--- src/rtl/trace_dispatcher_if.sv ---
// Trace record handshake plus the shared L1 cache command bus.
// slave: the dispatcher's view; master: the trace source / cache model view.
interface trace_dispatcher_if;
    localparam int unsigned OP_W   = 4;
    localparam int unsigned ADDR_W = 60;
    localparam int unsigned CMD_W  = 3;

    logic              trace_valid;
    logic [OP_W-1:0]   trace_op;
    logic [ADDR_W-1:0] trace_addr;
    logic              trace_ready;
    logic [CMD_W-1:0]  command;
    logic [ADDR_W-1:0] address;
    logic              write_d;
    logic              write_i;
    logic              processing_d;
    logic              processing_i;

    modport slave (
        input  trace_valid, trace_op, trace_addr, processing_d, processing_i,
        output trace_ready, command, address, write_d, write_i
    );

    modport master (
        output trace_valid, trace_op, trace_addr, processing_d, processing_i,
        input  trace_ready, command, address, write_d, write_i
    );
endinterface

--- src/rtl/trace_dispatcher.sv ---
// trace_dispatcher: routes trace records to the L1 data/instruction caches,
// sequences each cache's write strobe against its processing flag, and keeps
// retire/error statistics.
// Optional feature macro: TRACE_DISPATCH_TIMEOUT_EN (ISSUE timeout + timeout_count).
module trace_dispatcher #(
    parameter int unsigned TIMEOUT_CYCLES = 16
) (
    input  logic                clk,
    input  logic                rst,
    trace_dispatcher_if.slave   bus,
    output logic                print_pulse,
    output logic                busy,
    output logic [31:0]         dispatched_count,
`ifdef TRACE_DISPATCH_TIMEOUT_EN
    output logic [15:0]         timeout_count,
`endif
    output logic [15:0]         error_count
);
    localparam int unsigned ADDR_W = 60;
    localparam int unsigned CMD_W  = 3;
    localparam int unsigned CNT_W  = 32;
    localparam int unsigned STAT_W = 16;

    localparam logic [CMD_W-1:0] CMD_READ    = CMD_W'(0);
    localparam logic [CMD_W-1:0] CMD_WRITE   = CMD_W'(1);
    localparam logic [CMD_W-1:0] CMD_INVAL   = CMD_W'(2);
    localparam logic [CMD_W-1:0] CMD_CLEAR   = CMD_W'(3);
    localparam logic [CMD_W-1:0] CMD_L2DREQ  = CMD_W'(4);

    typedef enum logic [1:0] {
        S_IDLE      = 2'd0,
        S_ISSUE     = 2'd1,
        S_WAIT_DONE = 2'd2
    } state_t;

    state_t              r_state, w_state_nxt;
    logic [CMD_W-1:0]    r_command, w_command_nxt;
    logic [ADDR_W-1:0]   r_address, w_address_nxt;
    logic                r_write_d, w_write_d_nxt;
    logic                r_write_i, w_write_i_nxt;
    logic                r_tgt_d, w_tgt_d_nxt;
    logic                r_tgt_i, w_tgt_i_nxt;
    logic                r_ack_d, w_ack_d_nxt;
    logic                r_ack_i, w_ack_i_nxt;
    logic                r_print, w_print_nxt;
    logic [CNT_W-1:0]    r_disp_cnt, w_disp_cnt_nxt;
    logic [STAT_W-1:0]   r_err_cnt, w_err_cnt_nxt;
    logic                w_ready;
    logic                w_all_acked;
    logic                w_all_idle;

`ifdef TRACE_DISPATCH_TIMEOUT_EN
    localparam int unsigned TMR_W = $clog2(TIMEOUT_CYCLES) + 1;
    logic [TMR_W-1:0]    r_timer, w_timer_nxt;
    logic [STAT_W-1:0]   r_to_cnt, w_to_cnt_nxt;
`else
    logic                w_unused_timeout_cfg;
    assign w_unused_timeout_cfg = ^32'(TIMEOUT_CYCLES);
`endif

    // Records are only taken while idle and neither cache reports busy.
    assign w_ready = (r_state == S_IDLE) & ~bus.processing_d & ~bus.processing_i;

    // Acks include a processing flag seen this cycle; retire needs all targets quiet.
    assign w_all_acked = (~r_tgt_d | r_ack_d | bus.processing_d) &
                         (~r_tgt_i | r_ack_i | bus.processing_i);
    assign w_all_idle  = (~r_tgt_d | ~bus.processing_d) &
                         (~r_tgt_i | ~bus.processing_i);

    // State register.
    always_ff @(posedge clk or negedge rst) begin
        if (!rst) r_state <= S_IDLE;
        else      r_state <= w_state_nxt;
    end

    // Next-state, decode and datapath next values.
    always_comb begin
        w_state_nxt    = r_state;
        w_command_nxt  = r_command;
        w_address_nxt  = r_address;
        w_write_d_nxt  = r_write_d;
        w_write_i_nxt  = r_write_i;
        w_tgt_d_nxt    = r_tgt_d;
        w_tgt_i_nxt    = r_tgt_i;
        w_ack_d_nxt    = r_ack_d;
        w_ack_i_nxt    = r_ack_i;
        w_print_nxt    = 1'b0;
        w_disp_cnt_nxt = r_disp_cnt;
        w_err_cnt_nxt  = r_err_cnt;
`ifdef TRACE_DISPATCH_TIMEOUT_EN
        w_timer_nxt    = r_timer;
        w_to_cnt_nxt   = r_to_cnt;
`endif
        unique case (r_state)
            S_IDLE: begin
                if (bus.trace_valid && w_ready) begin
                    w_address_nxt = bus.trace_addr;
                    w_ack_d_nxt   = 1'b0;
                    w_ack_i_nxt   = 1'b0;
                    w_tgt_d_nxt   = 1'b0;
                    w_tgt_i_nxt   = 1'b0;
`ifdef TRACE_DISPATCH_TIMEOUT_EN
                    w_timer_nxt   = '0;
`endif
                    case (bus.trace_op)
                        4'd0: begin w_command_nxt = CMD_READ;   w_tgt_d_nxt = 1'b1; end
                        4'd1: begin w_command_nxt = CMD_WRITE;  w_tgt_d_nxt = 1'b1; end
                        4'd2: begin w_command_nxt = CMD_READ;   w_tgt_i_nxt = 1'b1; end
                        4'd3: begin w_command_nxt = CMD_INVAL;  w_tgt_d_nxt = 1'b1; end
                        4'd4: begin w_command_nxt = CMD_L2DREQ; w_tgt_d_nxt = 1'b1; end
                        4'd8: begin
                            w_command_nxt = CMD_CLEAR;
                            w_tgt_d_nxt   = 1'b1;
                            w_tgt_i_nxt   = 1'b1;
                        end
                        4'd9: begin
                            w_print_nxt    = 1'b1;
                            w_disp_cnt_nxt = r_disp_cnt + CNT_W'(1);
                        end
                        default: begin
                            if (r_err_cnt != {STAT_W{1'b1}})
                                w_err_cnt_nxt = r_err_cnt + STAT_W'(1);
                        end
                    endcase
                    w_write_d_nxt = w_tgt_d_nxt;
                    w_write_i_nxt = w_tgt_i_nxt;
                    if (w_tgt_d_nxt || w_tgt_i_nxt)
                        w_state_nxt = S_ISSUE;
                end
            end
            S_ISSUE: begin
                if (r_tgt_d && bus.processing_d) begin
                    w_ack_d_nxt   = 1'b1;
                    w_write_d_nxt = 1'b0;
                end
                if (r_tgt_i && bus.processing_i) begin
                    w_ack_i_nxt   = 1'b1;
                    w_write_i_nxt = 1'b0;
                end
`ifdef TRACE_DISPATCH_TIMEOUT_EN
                w_timer_nxt = r_timer + TMR_W'(1);
`endif
                if (w_all_acked) begin
                    w_state_nxt = S_WAIT_DONE;
                end
`ifdef TRACE_DISPATCH_TIMEOUT_EN
                else if (r_timer == TMR_W'(TIMEOUT_CYCLES - 1)) begin
                    w_write_d_nxt = 1'b0;
                    w_write_i_nxt = 1'b0;
                    if (r_to_cnt != {STAT_W{1'b1}})
                        w_to_cnt_nxt = r_to_cnt + STAT_W'(1);
                    w_state_nxt = S_IDLE;
                end
`endif
            end
            S_WAIT_DONE: begin
                if (w_all_idle) begin
                    w_disp_cnt_nxt = r_disp_cnt + CNT_W'(1);
                    w_state_nxt    = S_IDLE;
                end
            end
            default: w_state_nxt = S_IDLE;
        endcase
    end

    // Datapath and statistics registers.
    always_ff @(posedge clk or negedge rst) begin
        if (!rst) begin
            r_command  <= '0;
            r_address  <= '0;
            r_write_d  <= 1'b0;
            r_write_i  <= 1'b0;
            r_tgt_d    <= 1'b0;
            r_tgt_i    <= 1'b0;
            r_ack_d    <= 1'b0;
            r_ack_i    <= 1'b0;
            r_print    <= 1'b0;
            r_disp_cnt <= '0;
            r_err_cnt  <= '0;
`ifdef TRACE_DISPATCH_TIMEOUT_EN
            r_timer    <= '0;
            r_to_cnt   <= '0;
`endif
        end else begin
            r_command  <= w_command_nxt;
            r_address  <= w_address_nxt;
            r_write_d  <= w_write_d_nxt;
            r_write_i  <= w_write_i_nxt;
            r_tgt_d    <= w_tgt_d_nxt;
            r_tgt_i    <= w_tgt_i_nxt;
            r_ack_d    <= w_ack_d_nxt;
            r_ack_i    <= w_ack_i_nxt;
            r_print    <= w_print_nxt;
            r_disp_cnt <= w_disp_cnt_nxt;
            r_err_cnt  <= w_err_cnt_nxt;
`ifdef TRACE_DISPATCH_TIMEOUT_EN
            r_timer    <= w_timer_nxt;
            r_to_cnt   <= w_to_cnt_nxt;
`endif
        end
    end

    assign bus.trace_ready   = w_ready;
    assign bus.command       = r_command;
    assign bus.address       = r_address;
    assign bus.write_d       = r_write_d;
    assign bus.write_i       = r_write_i;
    assign print_pulse       = r_print;
    assign busy              = (r_state != S_IDLE);
    assign dispatched_count  = r_disp_cnt;
    assign error_count       = r_err_cnt;
`ifdef TRACE_DISPATCH_TIMEOUT_EN
    assign timeout_count     = r_to_cnt;
`endif

endmodule

--- src/flat_wrapper.sv ---
// flat-port wrapper written by rule: the top's interface ports become plain ports
module trace_dispatcher_flat 
#(
    parameter int unsigned TIMEOUT_CYCLES = 16
)
  (clk, rst, print_pulse, busy, dispatched_count, error_count, bus_trace_valid, bus_trace_op, bus_trace_addr, bus_processing_d, bus_processing_i, bus_trace_ready, bus_command, bus_address, bus_write_d, bus_write_i);
  trace_dispatcher_if bus_i ();
  input  logic clk;
  input  logic rst;
  output logic print_pulse;
  output logic busy;
  output logic [31:0] dispatched_count;
  output logic [15:0] error_count;
  input wire logic [$bits(bus_i.trace_valid)-1:0] bus_trace_valid;
  input wire logic [$bits(bus_i.trace_op)-1:0] bus_trace_op;
  input wire logic [$bits(bus_i.trace_addr)-1:0] bus_trace_addr;
  input wire logic [$bits(bus_i.processing_d)-1:0] bus_processing_d;
  input wire logic [$bits(bus_i.processing_i)-1:0] bus_processing_i;
  output wire logic [$bits(bus_i.trace_ready)-1:0] bus_trace_ready;
  output wire logic [$bits(bus_i.command)-1:0] bus_command;
  output wire logic [$bits(bus_i.address)-1:0] bus_address;
  output wire logic [$bits(bus_i.write_d)-1:0] bus_write_d;
  output wire logic [$bits(bus_i.write_i)-1:0] bus_write_i;
  assign bus_i.trace_valid = bus_trace_valid;
  assign bus_i.trace_op = bus_trace_op;
  assign bus_i.trace_addr = bus_trace_addr;
  assign bus_i.processing_d = bus_processing_d;
  assign bus_i.processing_i = bus_processing_i;
  assign bus_trace_ready = bus_i.trace_ready;
  assign bus_command = bus_i.command;
  assign bus_address = bus_i.address;
  assign bus_write_d = bus_i.write_d;
  assign bus_write_i = bus_i.write_i;
  trace_dispatcher #(.TIMEOUT_CYCLES(TIMEOUT_CYCLES)) u_core (.clk(clk), .rst(rst), .bus(bus_i), .print_pulse(print_pulse), .busy(busy), .dispatched_count(dispatched_count), .error_count(error_count));
endmodule
--- config.mk ---
export PLATFORM = sky130hd
export DESIGN_NAME = trace_dispatcher_flat
export DESIGN_NICKNAME = d
export VERILOG_FILES = /design/src/rtl/trace_dispatcher_if.sv /design/src/rtl/trace_dispatcher.sv /design/src/flat_wrapper.sv
export SDC_FILE = /design/constraint.sdc
export NUM_CORES = 1
export LEC_CHECK = 0
export ABC_CLOCK_PERIOD_IN_PS = 3500
export CAP_MARGIN = 20
export CORE_MARGIN = 10
export CORE_UTILIZATION = 48
export CTS_BUF_LIST = sky130_fd_sc_hd__clkbuf_16
export CTS_CLUSTER_SIZE = 8
export DETAILED_ROUTE_END_ITERATION = 10
export GPL_TIMING_DRIVEN = 0
export PLACE_DENSITY_LB_ADDON = 0.08
export SETUP_SLACK_MARGIN = 0.02
export SLEW_MARGIN = 20
export SYNTH_ARGS = -nofsm -noshare
export SYNTH_HDL_FRONTEND = slang
export SYNTH_SLANG_ARGS = --single-unit
--- constraint.sdc ---
create_clock -name clk -period 3.5 [get_ports clk]
set_input_delay 0.7 -clock clk [delete_from_list [all_inputs] [get_ports clk]]
set_output_delay 0.7 -clock clk [all_outputs]
set_load 0.1 [all_outputs]
==> results.json <==
{
  "status": "finished clean",
  "slew_headroom": 0.309,
  "use_met1": 0.217,
  "core_area_um2": 10300,
  "ys_seq_area_frac": 0.589,
  "die_y_um": 123,
  "p_leak_nw": 3.56,
  "synth_warnings": 0,
  "finish.utilization": 0.744,
  "synth-edff-count": 0,
  "detail-route-antenna-nets": 0,
  "r2r-start": "u_core.r_state[1]",
  "fmax_ghz": 0.329,
  "wire_per_inst_um": 16.4,
  "worst-path-max-fanout": 5,
  "hp-class": "input pin to asynchronous set/reset pin",
  "die_area_um2": 15100,
  "dieWidth_um": 123,
  "worstSetupEndpoint": "bus_trace_ready",
  "layoutNonFillerInstCount": 863,
  "drive_gt1_frac": 0.0674,
  "min_period_over_period": 0.867,
  "crit_start": "bus_processing_d",
  "cpPeakStageDelay_ns": 0.79,
  "numCtsBuffers": 17,
  "final_area_um2": 7680,
  "dp_cells": 831,
  "drc_errors": 0,
  "antenna_cells": 0,
  "synth_area_leaders": "dfrtp_1 (59%), nand2_1 (15%), xnor2_1 (6.7%)",
  "final-hold-violation-count": 0,
  "cts_tree": "done",
  "grt_usage": 0.189,
  "wl_um": 14200,
  "worstPathCellList": "clkdlybuf4s50_1 -> nor4_4 -> dlymetal6s2s_1",
  "synthCells": 512,
  "yosysMostFrequentCell": "nand2_1",
  "start_kind": "input pin",
  "gp_congestion": 0.838,
  "antenna_found_initial": 0,
  "cts_buffer_depth": 2,
  "grt_pass1_wl_um": 22600,
  "worst_pin_slew_ns": 1.03,
  "clock-sinks": 120,
  "p_per_area_nw_per_um2": 704,
  "ios": 185,
  "rrSetupSlack_ns": 1.19,
  "final_max_slew_viol_count": 0,
  "cpMaxStageDelayCell": "dlymetal6s2s_1",
  "cp.required_ns": 2.80,
  "synth_cell_type_count": 46,
  "drtIter0Drc": 308,
  "grtUsageMet2": 0.315,
  "nets": 785,
  "area_delta_synth_final_pct": 50.8,
  "placed_cell_area_um2": 7120,
  "synthTopCellsByCount": "nand2_1 (205), dfrtp_1 (120), xnor2_1 (39)",
  "synth.avg_cell_area_um2": 9.95,
  "clkLatencyLatePin_ns": 0.41,
  "yosysTopAreaCellShare": 0.589,
  "avgViaCountPerCell": 4.97,
  "globalRoute.busiestLayer": "met2",
  "end_kind": "output port",
  "grt.overflow.total": 0,
  "vias": 4291,
  "use_met3": 0.0770,
  "rsz0062_at_grt": "false",
  "dp_hpwl_um": 10600,
  "path_buf_inv": 2,
  "vdd_ir_drop_max_v": 0.000528,
  "synth_async_sr_flop_share": 1.00,
  "worstRegToRegCells": 5,
  "grt_max_degree": 74,
  "cap_violations": 0,
  "p_total_mw": 5.41,
  "r2r_end": "u_core.error_count[3]",
  "first_global_vias": 4486,
  "crit_family": "buffers and inverters",
  "synth_fp_nets": 583,
  "drtPass1Iterations": 4,
  "period_minus_slack_ns": 3.04,
  "port_buffers": 182,
  "root_buffer": "clkbuf_16",
  "path_clk_slew_ns": 0.06,
  "synth-main-ff-cell": "dfrtp_1",
  "ys_ff_latch": 120,
  "yosysTopAreaCell": "dfrtp_1",
  "start_util": 0.494,
  "finalSetupViolCount": 0,
  "arrival_ns": 2.34,
  "netlist_area_um2": 5090,
  "timing_worst_setup_path_type": "input pin to output port",
  "htreeDepth": 4,
  "crit_cells": 3,
  "fp-row-count": 37,
  "final.setup_skew_ns": 0.00885
}
[through the flow]
stage	TNS [ns]	worst slack, ns	hold WS, ns
floorplan	0	0.369	0.404
global placement	-336.84	-2.82	0.457
detailed placement	0	0.0507	0.461
CTS	0	0.0370	0.229
global route	0	0.401	0.239
finish	0	0.464	0.210
[layout by cell type, fill, tap and decap left out, drive strengths merged, types with 3 or more instances in the layout]
cell type / instances
nand4: 13
and2: 3
clkbuf: 31
nand3: 24
nor2: 8
clkdlybuf4s50: 180
and4: 4
nor3: 7
a21oi: 3
and3: 11
nor4: 6
xnor2: 39
nor4b: 3
clkinv: 9
clkinvlp: 3
xor2: 8
inv: 3
nand2: 205
dfrtp: 120
buf: 9
o21ai: 7
[sequential cells by signal, indices dropped and copies added (netlist names)]
| register | flops |
|---|---|
| u_core.error_count | 16 |
| u_core.bus.write_d | 1 |
| u_core.bus.write_i | 1 |
| u_core.r_ack_i | 1 |
| u_core.bus.address | 60 |
| u_core.dispatched_count | 32 |
| u_core.r_state | 2 |
| u_core.r_tgt_i | 1 |
| u_core.bus.command | 3 |
| u_core.r_tgt_d | 1 |
| u_core.r_ack_d | 1 |
| u_core.print_pulse | 1 |
[worst min-delay path by stage]
stage                                 from                          end  slack (ns)
global placement    u_core.bus.address[45]       u_core.bus.address[45]        0.46
detailed placement  u_core.bus.address[17]       u_core.bus.address[17]        0.46
global route                           rst  u_core.dispatched_count[19]        0.24
CTS                                    rst  u_core.dispatched_count[19]        0.23
finish                                 rst  u_core.dispatched_count[19]        0.21
floorplan                              rst        u_core.bus.address[0]        0.40
[metal layers]
layer	part of all wire	up-vias	routed length, um
li1	-	2094	-
met1	0.39	2046	5600
met2	0.50	137	7130
met3	0.089	14	1260
met4	0.014	0	196
met5	0	-	0
[layout make-up]
| type | instances | area (um^2) |
|---|---|---|
| flip-flops and latches | 120 | 3000 |
| fillers | 730 | 2640 |
| multi-input cells | 369 | 2000 |
| repair buffers | 183 | 1850 |
| clock buffers | 17 | 425 |
| well taps | 136 | 170 |
| clock inverters | 15 | 138 |
| plain buffers | 21 | 88.8 |
| inverters | 2 | 7.51 |
[kinds of logic (layout without fill, tap and decap cells)]
group,Yosys count,after routing,share of synthesized area
and+or+nand+nor,294,294,0.267
muxes,2,2,0.00442
DFF,120,120,0.589
adders and majority gates,2,2,0.00491
AOI/OAI and AO/OA,24,24,0.0346
buffers and inverters,23,238,0.0189
xor gates and xnor gates,47,47,0.0808
[report_power, final]
part	internal, mW	switching, mW
Sequential	1.57	0.129
Combinational	0.461	1.60
Clock	1.03	0.616
Total	3.06	2.34
[repair_timing]
item / 4_1_cts / 5_1_grt
hold buffers: 0 / 0
resized for setup: 0 / 1
endpoints found under the setup margin: 0 / 1
setup buffers: 0 / 0
No activity file was read; power rests on OpenSTA's default activity.
